--- config.mk ---
export PLATFORM = sky130hd
export DESIGN_NAME = alu_arbiter
export DESIGN_NICKNAME = d
export VERILOG_FILES = /design/src/rtl/alu_arbiter.sv
export SDC_FILE = /design/constraint.sdc
export NUM_CORES = 1
export LEC_CHECK = 0
export CAP_MARGIN = 20
export CORE_MARGIN = 5
export CORE_UTILIZATION = 57
export DETAILED_ROUTE_END_ITERATION = 10
export GPL_ROUTABILITY_DRIVEN = 0
export PLACE_DENSITY = 0.89
export SLEW_MARGIN = 10
export SYNTH_ARGS = -nofsm -noshare
export SYNTH_HDL_FRONTEND = slang
export SYNTH_SLANG_ARGS = --single-unit
export TNS_END_PERCENT = 100
--- constraint.sdc ---
create_clock -name clk -period 14.9 [get_ports clk]
set_clock_uncertainty 0.15 [all_clocks]
set_input_delay 2.98 -clock clk [delete_from_list [all_inputs] [get_ports clk]]
set_output_delay 2.98 -clock clk [all_outputs]
set_load 0.02 [all_outputs]
--- src/rtl/alu_arbiter.sv ---
// Two-requester round-robin arbiter in front of a small single-cycle ALU.
// The result is registered and held until the consumer takes it.
module alu_arbiter (
    input  logic        clk,
    input  logic        reset,
    input  logic        req0_valid,
    input  logic        req1_valid,
    output logic        req0_ready,
    output logic        req1_ready,
    input  logic [31:0] req0_a,
    input  logic [31:0] req0_b,
    input  logic [31:0] req1_a,
    input  logic [31:0] req1_b,
    input  logic [3:0]  req0_op,
    input  logic [3:0]  req1_op,
    output logic        rsp_valid,
    input  logic        rsp_ready,
    output logic        rsp_id,
    output logic [31:0] rsp_data,
    output logic        rsp_err,
    output logic [7:0]  gnt_cnt0,
    output logic [7:0]  gnt_cnt1
);

    typedef enum logic {IDLE, RESP} state_t;

    state_t      state_q, state_d;
    logic        last_q, last_d;
    logic        id_q, id_d;
    logic        err_q, err_d;
    logic [31:0] data_q, data_d;
    logic [7:0]  cnt0_q, cnt0_d;
    logic [7:0]  cnt1_q, cnt1_d;

    logic        accept_ok;
    logic        gnt0, gnt1;
    logic        acc;
    logic [31:0] op_a, op_b;
    logic [3:0]  op;
    logic [31:0] alu_res;
    logic        alu_err;

    // Ready is also masked by reset so nothing handshakes during reset.
    assign accept_ok  = reset && ((state_q == IDLE) || rsp_ready);
    assign gnt0       = req0_valid && (!req1_valid || last_q);
    assign gnt1       = req1_valid && (!req0_valid || !last_q);
    assign req0_ready = accept_ok && gnt0;
    assign req1_ready = accept_ok && gnt1;
    assign acc        = req0_ready || req1_ready;

    assign op_a = req1_ready ? req1_a  : req0_a;
    assign op_b = req1_ready ? req1_b  : req0_b;
    assign op   = req1_ready ? req1_op : req0_op;

    always_comb begin
        alu_res = 32'd0;
        alu_err = 1'b0;
        case (op)
            4'd0:    alu_res = op_a + op_b;
            4'd1:    alu_res = op_a - op_b;
            4'd2:    alu_res = op_a | op_b;
            4'd3:    alu_res = op_b << op_a[4:0];
            default: alu_err = 1'b1;
        endcase
    end

    always_comb begin
        state_d = state_q;
        last_d  = last_q;
        id_d    = id_q;
        err_d   = err_q;
        data_d  = data_q;
        cnt0_d  = cnt0_q;
        cnt1_d  = cnt1_q;
        if (acc) begin
            state_d = RESP;
            last_d  = req1_ready;
            id_d    = req1_ready;
            err_d   = alu_err;
            data_d  = alu_res;
            if (req0_ready) cnt0_d = cnt0_q + 8'd1;
            if (req1_ready) cnt1_d = cnt1_q + 8'd1;
        end else if (state_q == RESP && rsp_ready) begin
            state_d = IDLE;
        end
    end

    always_ff @(posedge clk) begin
        if (!reset) begin
            state_q <= IDLE;
            last_q  <= 1'b1;
            id_q    <= 1'b0;
            err_q   <= 1'b0;
            data_q  <= 32'd0;
            cnt0_q  <= 8'd0;
            cnt1_q  <= 8'd0;
        end else begin
            state_q <= state_d;
            last_q  <= last_d;
            id_q    <= id_d;
            err_q   <= err_d;
            data_q  <= data_d;
            cnt0_q  <= cnt0_d;
            cnt1_q  <= cnt1_d;
        end
    end

    assign rsp_valid = (state_q == RESP);
    assign rsp_id    = id_q;
    assign rsp_data  = data_q;
    assign rsp_err   = err_q;
    assign gnt_cnt0  = cnt0_q;
    assign gnt_cnt1  = cnt1_q;

endmodule
# Yosys cells after proc, flatten, opt, wreduce, memory -nomap -nowiden
# Cells that the tools add are included.
[totals]
inputBits = 141
elab_cells = 42
regBits = 52
[classes]
n_bitwise = 2
muxes = 7
eq_ne = 3
n_shift = 1
n_addsub = 4
n_reduce_logical = 18
[op_table]
columns = ["operator", "n"]
rows = [
  ["one-hot mux 32 bit (4 select lines)", 1],
  ["two-way mux 32 bit", 2],
  ["adder 32 bit", 1],
  ["OR 32 bit", 1],
  ["left shift 32 x 5 -> 32 bit", 1],
  ["subtractor 32 bit", 1],
  ["adder 8 x 1 -> 8 bit (second input constant)", 2],
  ["equality test 4 x 2 -> 1 bit (second input constant)", 2],
  ["logical AND 1 bit", 6],
  ["equality test 4 x 1 -> 1 bit (second input constant)", 1],
  ["zero test 4 bit", 1],
  ["logical OR 1 bit", 4],
  ["two-way mux 4 bit", 1],
  ["AND reduction 2 bit", 2],
  ["OR reduction 4 bit", 1],
  ["zero test 1 bit", 3],
  ["two-way mux 1 bit", 3],
  ["nonzero test 2 bit", 1],
  ["NOT 1 bit", 1],
]

# Logic depth before layout (Yosys ltp)
[depth]
depth_word = 8
ltp_mapped = 22

# Worst setup path after synthesis
# OpenSTA, ideal clock, no wires.
[synth_path]
kind = "input-to-output"
startpoint = "input port rsp_ready"
endpoint = "output port req1_ready"
t_arrival_ps = 4450
stages = 7
required_ps = 11770
path_slack_ps = 7320
cell_sequence = "nand2b_1 -> nand3_4 -> clkinv_1 -> buf_2 -> buf_2 -> buf_1 -> buf_2"
[synth_between]
elab_chain_cells = 3
[synth_rtl]
columns = ["element", "line_no", "text"]
rows = [
  ["start: declaration", "17", "input logic rsp_ready,"],
  ["logical OR 1 bit", "44", "assign accept_ok = reset && ((state_q == IDLE) || rsp_ready);"],
  ["logical AND 1 bit", "44", ""],
  ["logical AND 1 bit", "48", "assign req1_ready = accept_ok && gnt1;"],
  ["end: declaration", "9", "output logic req1_ready,"],
]
# Every way passes these cells.

# Worst setup path after layout
[layout_path]
startpoint = "input port reset"
endpoint = "register data_q[28] (netlist: rsp_data[28])"
[layout_between]
elab_chain_cells = 5
word_cells_on_any_way = 16
cone_classes = "add/sub: 2; eq/ne: 3; shift: 1; mux: 4; bitwise: 1; reduce/logical: 5"
[layout_rtl]
columns = ["element", "line_no", "text"]
rows = [
  ["start: declaration", "5", "input logic reset,"],
  ["logical AND 1 bit", "44", ""],
  ["logical AND 1 bit", "48", ""],
  ["two-way mux 32 bit (tied with other cells)", "51", "assign op_a = req1_ready ? req1_a : req0_a;"],
  ["subtractor 32 bit (tied with other cells)", "60", "4'd1: alu_res = op_a - op_b;"],
  ["one-hot mux 32 bit (4 select lines)", "58", "case (op)"],
  ["end signal: assignment", "102", "data_q <= data_d;"],
  ["end: declaration", "31", "logic [31:0] data_q, data_d;"],
]
# Several ways; a longest one is shown, not always the timed one.
# A chain may end at the register's enable or synchronous reset.

==> impl_metrics.json <==
{
  "slew_violations": 0,
  "clk_pin_slew_ps": 80,
  "synth_top_family_by_area": "compound AO/OA/AOI/OAI gates",
  "layout.nets": 1503,
  "core_sq_mm": 0.01459,
  "syn_inst": 1188,
  "vias": 10660,
  "synthXorXnorAreaFrac": 0.07485,
  "final_cells": 1513,
  "firstDrtPassIters": 10,
  "clock_sinks": 52,
  "ios": 194,
  "crit_required_ps": 14980,
  "n_antenna_cell": 0,
  "std_cell_rows": 44,
  "place_inst": 1505,
  "wire_per_inst_um": 22.72,
  "die_y_um": 132.4,
  "p_leak_uw": 0.004291,
  "synth_nets": 1363,
  "seqCellArea_sq_mm": 0.001041,
  "htreeDepth": 2,
  "synth_fa_ha_area_frac": 0.05068,
  "yosysUniqueCellTypes": 79,
  "cts_tree": "done",
  "numPortBuffers": 193,
  "vias_per_cell": 7.045,
  "final-hold-violation-count": 0,
  "syn_avg_cell_area_sq_um": 7.190,
  "netlist_top_cells_area": "dfxtp_1 12%, mux2i_1 11%, nand2_1 9.4%",
  "cts_buffers": 5,
  "synth-simple-area-share": 0.2380,
  "period_share": 0.6482,
  "fillers": 1160,
  "start_kind": "primary input",
  "cts_resized": 0,
  "hold-worst-slack_ps": 301.6,
  "route.detailed.drc": 0,
  "cts_hold_buf": 0,
  "path_max_fanout": 61,
  "die_area_sq_mm": 0.01753,
  "drt-initial-drc-count": 1588,
  "setup_viol_count_final": 0,
  "finalCoreUtilization": 0.7292,
  "grt_max_degree": 63,
  "setup_ws_ps": 5243,
  "hpwl_um": 26220,
  "cts_root_buf": "clkbuf_16",
  "synthFlopType": "dfxtp_1",
  "start_util": 0.5855,
  "drive_above_1_share": 0.06772,
  "ir_drop_mv": 0.04741,
  "synth_edf_count": 0,
  "fin_crit_ps": 9657,
  "end_kind": "flip-flop",
  "fmax_mhz": 103.5,
  "critPathKind": "in2reg",
  "wl_um": 34370,
  "grt_pass1_wl_um": 52970,
  "worst_pin_slew_ps": 994.7,
  "cp.arrival_ps": 9740,
  "maxCapViolations": 0,
  "grt_pass1_vias": 9990,
  "worstHoldPathType": "reg2reg",
  "synth_compound_area_frac": 0.2645,
  "die_x_um": 132.4,
  "synth.yosys.seq_area_share": 0.1219,
  "relSlewSlack": 0.3179,
  "synth_area_leader_cell": "dfxtp_1",
  "ys_seq_elements": 52,
  "rsz0062_at_grt": "false",
  "syn_area_sq_mm": 0.008542,
  "multi_input_area_sq_mm": 0.007111,
  "fin_setup_tns_ps": 0,
  "postCtsSetupBuffers": 0,
  "gr-total-overflow": 0,
  "clk_latency_ps": 300,
  "area_growth_pct": 24.53,
  "antenna_found_initial": 0,
  "antenna_left": 0,
  "p_per_area_mw_per_mm2": 62.26,
  "yosys_warnings": 0,
  "grt_use_total": 0.3679,
  "status": "complete, no violations",
  "pre_cts_ws_ps": 5173,
  "async_flop_share": 0,
  "yosys-mux-area-fraction": 0.2023,
  "cts.path.max_buffers": 2,
  "synth_top_area_share": 0.1219
}
-- kinds of logic (layout without fill, tap and decap cells) --
family                     count (synthesis)  count (layout)
and+or+nand+nor                          455             455
AOI/OAI and AO/OA                        338             338
muxes                                    142             142
buffers and inverters                     94             235
xor gates and xnor gates                  73              73
DFF                                       52              52
adders and majority gates                 34              34
-- sequential cells by signal, summed over array words and instances, names as in the netlist --
| register | flops |
|---|---|
| rsp_data | 32 |
| last_q | 1 |
| rsp_valid | 1 |
| rsp_id | 1 |
| gnt_cnt0 | 8 |
| rsp_err | 1 |
| gnt_cnt1 | 8 |
-- cells in the final DEF, fill, tap and decap left out, types with 32 or more instances in the layout --
master           count
nand2_1            215
dfxtp_1             52
clkdlybuf4s50_1    191
o21ai_0             64
xor2_1              45
a31oi_1             34
ha_1                33
nor2_1             100
mux2i_1             96
a21oi_1             86
nor3_1              32
-- path summary, 6_finish.rpt --
path / startpoint / endpoint / slack (ps) / cells after the start
max: reset / rsp_data[28] / 5240 / 16
min: rsp_data[7] / rsp_data[7] / 300 / 2
max reg2reg: rsp_valid / rsp_data[28] / 8210 / 16
min reg2reg: rsp_data[7] / rsp_data[7] / 300 / 2
-- cell type report --
cell class                 count  area share
inverter                      19    0.006704
multi-input combinational   1042      0.6684
clock inverter                 3    0.002352
clock buffer                   5     0.01176
sequential                    52     0.09786
tap                          184     0.02164
timing repair buffer         208      0.1912
-- critical path, stage by stage --
cell and delay, ps:
clkdlybuf4s50_1 740, nand3_4 390, buf_4 630, buf_4 710, mux2i_4 840, inv_2 450
ha_1 480, nor2b_1 170, o31ai_1 320, a31oi_1 250, a31oi_1 620, o211a_1 340
a21oi_1 90, o31ai_1 220, mux2_2 350, o21ai_0 120
-- synth_stat cells, types with 4 or more instances --
cell,instances
nand2_1,215
nor2_1,100
mux2i_1,97
a21oi_1,86
o21ai_0,64
dfxtp_1,52
xor2_1,45
clkbuf_1,38
a31oi_1,34
ha_1,33
nor3_1,32
xnor2_1,28
a211oi_1,26
buf_2,26
nand3_1,25
mux2_2,22
mux4_2,21
o211ai_1,16
inv_1,14
and2_1,11
and3_1,11
nand4_1,11
nor2b_1,11
nand2b_1,9
o31ai_1,9
a221o_1,8
nor4_1,8
a221oi_1,7
buf_1,7
o21a_1,7
o221ai_1,7
or3_1,7
a211o_1,6
a21o_1,6
a222oi_1,6
a21boi_0,4
a22o_1,4
nor3b_1,4
o211a_1,4
o22ai_1,4
-- routing by layer --
layer,wire (um),share of wire,track usage,vias to the layer above
met3,5319,0.15,0.1181,246
met5,0,0,0,-
met2,14300,0.42,0.5542,907
met1,11850,0.34,0.4493,4790
met4,2896,0.084,0.2410,0
li1,-,-,-,4716
-- metrics by stage --
step	instance area (sq um)	power (uW)
2_1_floorplan	8542	396.8
3_3_place_gp	10490	513.4
3_5_place_dp	10490	521.8
4_1_cts	10640	644.9
5_1_grt	10640	693.1
6_report	10640	662.3
-- where the power goes --
part           internal (uW)  switching [uW]  total [uW]
Combinational            163             231         394
Sequential               142            2.69         145
Clock                   63.7            59.8         124
No activity file was read; power rests on OpenSTA's default activity.
